## src/rtl/tick_sched_pkg.sv

```systemverilog
// Shared types, default periods and difficulty-to-period mapping
// for the tick scheduler.
package tick_sched_pkg;

   typedef enum logic [1:0] {
      S_IDLE,
      S_RUN,
      S_PAUSE
   } state_e;

   localparam int unsigned DEF_PERIOD_0    = 100_000_000;
   localparam int unsigned DEF_PERIOD_1    = 75_000_000;
   localparam int unsigned DEF_PERIOD_2    = 50_000_000;
   localparam int unsigned DEF_PERIOD_3    = 25_000_000;
   localparam int unsigned DEF_MIN_PERIOD  = 5_000_000;
   localparam int unsigned DEF_ACCEL_TICKS = 8;

   function automatic int unsigned period_sel(
      input logic [1:0]  d,
      input int unsigned p0,
      input int unsigned p1,
      input int unsigned p2,
      input int unsigned p3
   );
      int unsigned p;
      unique case (d)
         2'd0: p = p0;
         2'd1: p = p1;
         2'd2: p = p2;
         2'd3: p = p3;
      endcase
      return p;
   endfunction

endpackage

```

## src/rtl/tick_scheduler_period_accel.sv

```systemverilog
// Next accelerated period: period minus one eighth, floored.
// Only instantiated when TICK_SCHED_ACCEL_EN is defined.
module period_accel
   import tick_sched_pkg::*;
#(
   parameter int          CNT_W      = 32,
   parameter int unsigned MIN_PERIOD = DEF_MIN_PERIOD
) (
   input  logic [CNT_W-1:0] period_i,
   output logic [CNT_W-1:0] period_o
);

   logic [CNT_W-1:0] dec;

   assign dec      = period_i - (period_i >> 3);
   assign period_o = (dec < CNT_W'(MIN_PERIOD)) ? CNT_W'(MIN_PERIOD) : dec;

endmodule

```

## src/rtl/tick_scheduler.sv

```systemverilog
// Multi-channel tick generator with run/pause/clear and boundary reloads.
// Optional period acceleration is enabled by defining TICK_SCHED_ACCEL_EN.
module tick_scheduler
   import tick_sched_pkg::*;
#(
   parameter int          CNT_W       = 32,
   parameter int          N_CH        = 4,
   parameter int unsigned PERIOD_0    = DEF_PERIOD_0,
   parameter int unsigned PERIOD_1    = DEF_PERIOD_1,
   parameter int unsigned PERIOD_2    = DEF_PERIOD_2,
   parameter int unsigned PERIOD_3    = DEF_PERIOD_3,
   parameter int unsigned MIN_PERIOD  = DEF_MIN_PERIOD,
   parameter int unsigned ACCEL_TICKS = DEF_ACCEL_TICKS
) (
   input  logic                     CLK100MHZ,
   input  logic                     rst_n,
   input  logic [1:0]               difficulty,
   input  logic                     run,
   input  logic                     clear,
   output logic [CNT_W-1:0]         currentcount,
   output logic                     enable,
   output logic [N_CH-1:0]          ch_enable,
   output logic [$clog2(N_CH)-1:0]  ch_idx,
   output logic [CNT_W-1:0]         period_cur,
   output logic                     busy
);

   localparam int CHW = $clog2(N_CH);

   if (N_CH < 2 || MIN_PERIOD < 2 || ACCEL_TICKS < 1) begin : g_cfg_bad
      $error("tick_scheduler: invalid N_CH/MIN_PERIOD/ACCEL_TICKS");
   end

   state_e           state_q, state_d;
   logic [CNT_W-1:0] cnt_q, cnt_d;
   logic [CNT_W-1:0] per_q, per_d;
   logic             en_q, en_d;
   logic [N_CH-1:0]  chen_q, chen_d;
   logic [CHW-1:0]   idx_q, idx_d;
   logic [1:0]       diff_q, diff_d;
   logic [CNT_W-1:0] sel_per;
   logic             wrap;

   assign sel_per = CNT_W'(period_sel(difficulty, PERIOD_0, PERIOD_1,
                                      PERIOD_2, PERIOD_3));
   assign wrap    = (cnt_q == per_q - CNT_W'(1));

`ifdef TICK_SCHED_ACCEL_EN
   localparam int AW = (ACCEL_TICKS > 1) ? $clog2(ACCEL_TICKS) : 1;

   logic [AW-1:0]    acc_q, acc_d;
   logic [CNT_W-1:0] per_acc;

   period_accel #(
      .CNT_W      (CNT_W),
      .MIN_PERIOD (MIN_PERIOD)
   ) u_accel (
      .period_i (per_q),
      .period_o (per_acc)
   );
`endif

   always_comb begin
      state_d = state_q;
      cnt_d   = cnt_q;
      per_d   = per_q;
      en_d    = 1'b0;
      chen_d  = '0;
      idx_d   = idx_q;
      diff_d  = diff_q;
`ifdef TICK_SCHED_ACCEL_EN
      acc_d   = acc_q;
`endif
      if (clear) begin
         state_d = S_IDLE;
         cnt_d   = '0;
         per_d   = '0;
         idx_d   = '0;
         diff_d  = 2'd0;
`ifdef TICK_SCHED_ACCEL_EN
         acc_d   = '0;
`endif
      end else begin
         unique case (state_q)
            S_IDLE: begin
               if (run) begin
                  state_d = S_RUN;
                  cnt_d   = '0;
                  per_d   = sel_per;
                  diff_d  = difficulty;
`ifdef TICK_SCHED_ACCEL_EN
                  acc_d   = '0;
`endif
               end
            end
            S_RUN: begin
               if (!run) state_d = S_PAUSE;
               // boundary fires even when run drops on this cycle
               if (wrap) begin
                  cnt_d  = '0;
                  en_d   = 1'b1;
                  chen_d = N_CH'(1) << idx_q;
                  idx_d  = (idx_q == CHW'(N_CH - 1)) ? '0 : idx_q + CHW'(1);
                  if (difficulty != diff_q) begin
                     per_d  = sel_per;
                     diff_d = difficulty;
`ifdef TICK_SCHED_ACCEL_EN
                     acc_d  = '0;
`endif
                  end else begin
`ifdef TICK_SCHED_ACCEL_EN
                     if (acc_q == AW'(ACCEL_TICKS - 1)) begin
                        per_d = per_acc;
                        acc_d = '0;
                     end else begin
                        acc_d = acc_q + AW'(1);
                     end
`endif
                  end
               end else begin
                  cnt_d = cnt_q + CNT_W'(1);
               end
            end
            S_PAUSE: begin
               if (run) state_d = S_RUN;
            end
            default: state_d = S_IDLE;
         endcase
      end
   end

   always_ff @(posedge CLK100MHZ or negedge rst_n) begin
      if (!rst_n) begin
         state_q <= S_IDLE;
         cnt_q   <= '0;
         per_q   <= '0;
         en_q    <= 1'b0;
         chen_q  <= '0;
         idx_q   <= '0;
         diff_q  <= 2'd0;
`ifdef TICK_SCHED_ACCEL_EN
         acc_q   <= '0;
`endif
      end else begin
         state_q <= state_d;
         cnt_q   <= cnt_d;
         per_q   <= per_d;
         en_q    <= en_d;
         chen_q  <= chen_d;
         idx_q   <= idx_d;
         diff_q  <= diff_d;
`ifdef TICK_SCHED_ACCEL_EN
         acc_q   <= acc_d;
`endif
      end
   end

   assign currentcount = cnt_q;
   assign enable       = en_q;
   assign ch_enable    = chen_q;
   assign ch_idx       = idx_q;
   assign period_cur   = per_q;
   assign busy         = (state_q == S_RUN);

endmodule
```

## config.mk

```make
export PLATFORM = sky130hd
export DESIGN_NAME = tick_scheduler
export DESIGN_NICKNAME = d
export VERILOG_FILES = /design/src/rtl/tick_sched_pkg.sv /design/src/rtl/tick_scheduler_period_accel.sv /design/src/rtl/tick_scheduler.sv
export SDC_FILE = /design/constraint.sdc
export NUM_CORES = 1
export LEC_CHECK = 0
export BUFFER_PORTS_ARGS = -buffer_cell sky130_fd_sc_hd__buf_2
export CAP_MARGIN = 5
export CORE_MARGIN = 8
export CORE_UTILIZATION = 45
export CTS_CLUSTER_DIAMETER = 50
export DETAILED_ROUTE_END_ITERATION = 12
export PLACE_DENSITY = 0.79
export SLEW_MARGIN = 20
export SYNTH_ARGS = -nofsm -noshare
export SYNTH_HDL_FRONTEND = slang
export SYNTH_SLANG_ARGS = --single-unit
```

## constraint.sdc

```tcl
create_clock -name CLK100MHZ -period 5.7 [get_ports CLK100MHZ]
set_clock_uncertainty 0.1 [all_clocks]
set_input_delay 0.57 -clock CLK100MHZ [delete_from_list [all_inputs] [get_ports CLK100MHZ]]
set_output_delay 0.57 -clock CLK100MHZ [all_outputs]
set_load 0.01 [all_outputs]
```

==> results of run 1 <==
==> kinds of logic after synthesis <==
logic type      synth area share
flops                     0.3634
simple gates              0.2626
xor+xnor                  0.1104
fa+ha+maj                0.04114
buf+inv                  0.08399
mux                      0.02948
other cells             0.001027
compound gates            0.1080
==> critical path: cells and delay by family (launching register included) <==
family,cells,cell delay (ps)
DFF,1,470
muxes,1,330
adders and majority gates,1,210
AOI/OAI and AO/OA,3,850
buffers and inverters,1,140
and+or+nand+nor,3,1550
==> area by class of cell <==
cell class | count | area (sq um)
inverters | 17 | 63.81
flip-flops and latches | 53 | 1326
clock buffers | 5 | 68.82
fillers | 800 | 4030
repair buffers | 66 | 335.3
well taps | 105 | 131.4
clock inverters | 3 | 26.28
multi-input cells | 318 | 2069
==> power by group <==
group	total, uW	switching [uW]	internal [uW]
logic	190	116	74.7
clock network	222	132	89.5
registers	412	27.1	385
==> layout by cell type (no fill, tap or decap), types with 3 or more instances in the layout <==
| cell type | count |
|---|---|
| nand2b_1 | 5 |
| nand4_1 | 8 |
| and2_1 | 3 |
| nor4_1 | 6 |
| o21ai_0 | 5 |
| buf_2 | 64 |
| ha_1 | 12 |
| nand3b_1 | 3 |
| a21oi_1 | 7 |
| a22oi_1 | 3 |
| xnor2_1 | 23 |
| a21o_1 | 6 |
| clkbuf_8 | 5 |
| nor2_2 | 4 |
| mux2_2 | 5 |
| conb_1 | 13 |
| or3_1 | 4 |
| mux2i_1 | 4 |
| xor2_1 | 23 |
| and4_1 | 5 |
| nand2_1 | 22 |
| nand3_1 | 24 |
| o31ai_1 | 3 |
| dfrtp_1 | 53 |
| nor3_1 | 15 |
| and3_1 | 16 |
| nor2_1 | 57 |
| nor3b_1 | 4 |
| inv_1 | 17 |
==> Yosys cell counts, types with 8 or more instances <==
cell and count:
xor2_1 23, buf_4 25, nand4_1 8, dfrtp_1 53
ha_1 12, nand2_1 22, inv_1 17, nor3_1 15
clkbuf_1 11, nand3_1 24, xnor2_1 23, and3_1 16
nor2_1 57
==> flip-flops by register name, summed over array words and instances (netlist names) <==
name,count
enable,1
period_cur,10
currentcount,32
diff_q,2
ch_idx,2
state_q,2
ch_enable,4
==> per-stage QoR <==
step	area [sq um]	hold slack, ps	worst slack, ps	std cells	power, uW
floorplan	3695	174.4	2399	427	565.8
global placement	3919	428.7	1838	559	601.9
detailed placement	3926	432.1	1943	559	608.2
CTS	4021	288.4	1932	567	830.2
global route	4021	326.7	1691	567	873.8
finish	4021	257.8	1937	567	824.5
==> final timing paths <==
path | startpoint | endpoint | slack (ps) | depth (start not counted)
setup / recovery | period_cur[11]$_DFFE_PN0P_ | period_cur[12]$_DFFE_PN0P_ | 1940 | 9
hold / removal | rst_n | currentcount[25]$_DFFE_PN0P_ | 260 | 2
setup reg to reg | period_cur[11]$_DFFE_PN0P_ | period_cur[12]$_DFFE_PN0P_ | 1940 | 9
hold reg to reg | currentcount[0]$_DFFE_PN0P_ | currentcount[0]$_DFFE_PN0P_ | 440 | 1
max in group asynchronous | rst_n | currentcount[18]$_DFFE_PN0P_ | 4780 | 2
min in group CLK100MHZ | run | state_q[1]$_DFFE_PN0P_ | 340 | 2
==> routing by layer <==
layer	vias up	global-route usage	wire length, um
li1	1514	-	-
met1	1464	0.2144	4055
met2	90	0.2623	4121
met3	12	0.04719	681
met4	0	0.05327	133
met5	-	0	0
==> results.py, run 1 <==
metrics = {
    "global_routing": {
        "grt_pass1_wl_mm": 15.52,
        "grt_util_all_layers": 0.1660,
        "antenna_found_initial": 0,
        "grt_pass1_vias": 3165,
        "grt_max_degree": 54,
        "grt_overflow_total": 0,
    },
    "logic_synthesis": {
        "yosysTopAreaCell": "dfrtp_1",
        "ys_warn_count": 0,
        "synth_edf_count": 0,
        "ys_ff_latch": 53,
        "yosysSeqAreaShare": 0.3634,
        "yosys.cell_types.count": 62,
        "synth-main-ff-cell": "dfrtp_1",
        "synth_top_area_share": 0.3634,
        "synthCells": 415,
        "synth_top_cells_by_area": "dfrtp_1, nor2_1, xnor2_1",
        "syn_area_sq_um": 3650,
        "synthArstFlopShare": 1.000,
        "syn_avg_cell_area_sq_um": 8.795,
    },
    "sta": {
        "fin_setup_tns_ps": 0,
        "hold_viol": 0,
        "rsz0062_at_grt": "false",
        "drv_slew": 0,
        "finalCriticalPeriod_ps": 3763,
        "max_slew_margin": 0.5081,
        "fmax_mhz": 265.7,
        "worst_slew_pin_slew_ps": 737.9,
        "setup_viol": 0,
        "fin_crit_sh": 0.6602,
    },
    "floorplanning": {
        "start_util": 0.4533,
        "core_sq_um": 8051,
        "dieArea_sq_um": 11250,
        "dieWidth_um": 106.1,
        "num_io_pins": 78,
        "fp-row-count": 33,
        "die_y_um": 106.1,
    },
    "clock_network": {
        "cts_resized": 0,
        "worst_skew_pair.late_latency_ps": 310,
        "ctsHoldBuffers": 0,
        "ctsLongestPathBuffers": 2,
        "cts_sinks": 53,
        "clk_pin_slew_ps": 110,
        "cts_tree": "built",
        "post_cts_buffers": 0,
        "cts_buffers": 5,
        "root_buffer": "clkbuf_8",
        "cts-htree-levels": 2,
    },
    "setup_path": {
        "crit_path_end_kind": "flip-flop",
        "max_stage_delay_ps": 600,
        "critical_path_class": "reg -> reg",
        "required_ps": 5800,
        "crit_slowest_cell": "or4b_1",
        "path_max_fanout": 13,
        "cp-start-kind": "flip-flop",
        "worstPathArrival_ps": 3870,
        "cp_cell_sequence": "inv_1 -> ha_1 -> or4b_1 -> or3_1 -> a211o_1 -> a211oi_1 -> and4_1 -> o21ai_2 -> mux2_2",
    },
    "hold_path": {
        "holdCritPathClass": "in -> async",
    },
    "run": {
        "cap_violations": 0,
    },
    "pwr": {
        "p_leak_uw": 0.001964,
        "power.density_nw_per_um2": 205.0,
        "ir_drop_mv": 0.08935,
    },
    "drt": {
        "drt-initial-drc-count": 195,
        "drc_errors": 0,
        "dr_total_vias": 3080,
        "drt_wl_total_mm": 8.991,
        "ant_nets": 0,
        "wl_per_cell_um": 15.86,
        "first_pass_iters": 5,
        "vias_per_cell": 5.432,
    },
    "finish": {
        "post-route-util": 0.4995,
        "area.growth.synth_to_final_pct": 10.18,
        "insertedDiodeCount": 0,
        "nets": 479,
        "layout-drive-gt1-share": 0.1948,
    },
    "place": {
        "dp_hpwl_mm": 6.749,
        "portBuffers": 64,
        "gp_congestion": 0.9462,
    },
    "run_status": {
        "outcome": "finished, final reports clean",
    },
}
Power figures use the tool's default switching activity.
==> run 2, diff against run 1 <==
--- a/config.mk
+++ b/config.mk
@@ -11,7 +11,7 @@
 export CORE_UTILIZATION = 45
 export CTS_CLUSTER_DIAMETER = 50
 export DETAILED_ROUTE_END_ITERATION = 12
-export PLACE_DENSITY = 0.79
+export PLACE_DENSITY = 0.82
 export SLEW_MARGIN = 20
 export SYNTH_ARGS = -nofsm -noshare
 export SYNTH_HDL_FRONTEND = slang
==> constraint.sdc (replaced) <==
create_clock -name CLK100MHZ -period 3.11 [get_ports CLK100MHZ]
set_clock_uncertainty 0.1 [all_clocks]
set_input_delay 0.311 -clock CLK100MHZ [delete_from_list [all_inputs] [get_ports CLK100MHZ]]
set_output_delay 0.311 -clock CLK100MHZ [all_outputs]
set_load 0.01 [all_outputs]
==> results.py, run 2 (synthesis results as in run 1) <==
metrics = {
    "run_status": {
        "outcome": "complete, but fails checks",
        "violations": "setup timing",
    },
    "sta": {
        "drv_slew": 0,
        "setup_slack_ps": -52.48,
        "rsz0062_at_grt": "true",
        "fmax_mhz": 316.2,
        "finalCriticalPeriod_ps": 3162,
        "worst_slew_pin_slew_ps": 918.0,
        "fin_setup_tns_ps": -788.6,
        "setup_viol": 22,
        "hold_viol": 0,
        "holdWs_ps": 23.15,
        "max_slew_margin": 0.3880,
        "fin_crit_sh": 1.017,
    },
    "setup_path": {
        "path_delay_family": "simple AND/OR/NAND/NOR gates",
        "required_ps": 3210,
        "max_stage_delay_ps": 480,
        "cp_cell_sequence": "inv_1 -> ha_4 -> or4b_4 -> or3_1 -> a211o_1 -> a211oi_2 -> nand4_1 -> a21oi_4 -> clkbuf_16 -> nor2_4",
        "critical_path_class": "reg -> reg",
        "worstPathArrival_ps": 3270,
        "cp_num_buf_inv": 2,
        "crit_path_end_kind": "flip-flop",
        "reg2regPathDepth": 10,
        "path_max_fanout": 7,
        "crit_cells": 10,
        "cp-start-kind": "flip-flop",
        "crit_slowest_cell": "or4b_4",
    },
    "pwr": {
        "ir_drop_mv": 0.2170,
        "power.density_nw_per_um2": 368.4,
        "power.internal_uw": 1096,
        "switching_share": 0.3313,
        "power_frac_clock": 0.252,
        "p_leak_uw": 0.002117,
        "pwr-share-seq": 0.445,
        "switching_power_uw": 543.0,
        "comb_power_share": 0.304,
    },
    "clock_network": {
        "cts_sinks": 53,
        "clk_pin_slew_ps": 100,
        "cts-htree-levels": 2,
        "worst_skew_pair.late_latency_ps": 310,
        "ctsLongestPathBuffers": 2,
        "cts_tree": "built",
        "cts_buffers": 5,
        "root_buffer": "clkbuf_8",
        "ctsHoldBuffers": 0,
    },
    "place": {
        "gp_congestion": 0.9145,
        "portBuffers": 64,
        "place_inst": 579,
        "dp_hpwl_mm": 7.142,
        "post_dp_cell_area_sq_um": 4100,
    },
    "drt": {
        "drt-initial-drc-count": 171,
        "drc_errors": 0,
        "vias_per_cell": 5.747,
        "first_pass_iters": 5,
        "dr_total_vias": 3402,
        "wl_per_cell_um": 17.06,
        "ant_nets": 0,
        "drt_wl_total_mm": 10.10,
    },
    "global_routing": {
        "grtUsageMet1": 0.2055,
        "grt_use_met2": 0.2708,
        "grt_pass1_wl_mm": 15.61,
        "grt_max_degree": 42,
        "busiest_layer": "met2",
        "antenna_found_initial": 0,
        "grt_util_all_layers": 0.1677,
        "grt_use_met3": 0.05505,
        "grt_overflow_total": 0,
        "grt_pass1_vias": 3234,
    },
    "finish": {
        "layout_common_cells": "buf_2, dfrtp_1, nor2_1",
        "layout_commonest_cell": "buf_2",
        "insertedDiodeCount": 0,
        "layout-drive-gt1-share": 0.2916,
        "largest_register_ffs": 32,
        "fin_cells": 592,
        "area.growth.synth_to_final_pct": 21.87,
        "finalInstanceArea_sq_um": 4448,
        "nets": 504,
    },
    "floorplanning": {
        "core_sq_um": 8051,
        "die_y_um": 106.1,
        "start_util": 0.4533,
        "num_io_pins": 78,
        "dieArea_sq_um": 11250,
        "dieWidth_um": 106.1,
        "fp-row-count": 33,
    },
    "run": {
        "cap_violations": 0,
    },
    "hold_path": {
        "holdCritPathClass": "in -> async",
    },
}
run 2: cell count changes in the layout (fill, tap and decap cells not counted), moves of 4 or more:
| cell | delta |
|---|---|
| nor2_4 | +13 |
| nor3_1 | -4 |
| buf_4 | +21 |
| nor2_1 | -13 |
| nor3_2 | +4 |
run 2: path summary, 6_finish.rpt:
check	startpoint	end	slack (ps)
setup / recovery	period_cur[7]$_DFFE_PN0P_	currentcount[31]$_DFFE_PN0P_	-50
hold / removal	rst_n	currentcount[17]$_DFFE_PN0P_	20
setup reg to reg	period_cur[7]$_DFFE_PN0P_	currentcount[31]$_DFFE_PN0P_	-50
hold reg to reg	currentcount[0]$_DFFE_PN0P_	currentcount[0]$_DFFE_PN0P_	460
max in group asynchronous	rst_n	currentcount[7]$_DFFE_PN0P_	2160
min in group CLK100MHZ	run	state_q[1]$_DFFE_PN0P_	100
run 2: what timing repair did:
item,in CTS,in global routing
buffers inserted,0,3
gates resized for setup,3,39
cloned,0,2
pin swaps,0,17
endpoints found under the setup margin,10,51
run 2: per-layer routing:
layer  share of wire  vias up
li1                -     1562
met1            0.43     1678
met2            0.47      145
met3           0.084       17
met4           0.014        0
met5               0        -
run 2: cell type report:
class / count / area, sq um
fill: 723 / 3603
multi-input combinational: 318 / 2261
sequential: 53 / 1328
timing repair buffer: 91 / 574.3
tap: 105 / 131.4
clock buffer: 8 / 90.09
inverter: 17 / 63.81
run 2: metrics by stage:
step | worst slack (ps) | power [uW] | utilization
finish | -52.48 | 1639 | 0.5524
global route | -163.6 | 1713 | 0.5524
CTS | 15.01 | 1586 | 0.5231
detailed placement | -38.27 | 1169 | 0.5092
global placement | 66.75 | 1155 | 0.5092
floorplan | 13.59 | 1042 | -
run 2: worst register-to-register path, delay by kind of cell (launching register included):
| family | cells | cell delay, ps |
|---|---|---|
| AO/OA/AOI/OAI | 3 | 940 |
| buffers and inverters | 2 | 370 |
| AND/OR/NAND/NOR | 4 | 1100 |
| flip-flops | 1 | 420 |
| adder cells (fa/ha/maj) | 1 | 140 |
run 2: power by group through the flow:
stage | sequential [uW] | combinational [uW] | clock, uW
after global placement | 739 | 416 | 0
after detailed placement | 741 | 428 | 0
after global routing | 731 | 536 | 446
after CTS | 727 | 439 | 420
after floorplan | 750 | 292 | 0
final | 729 | 497 | 412
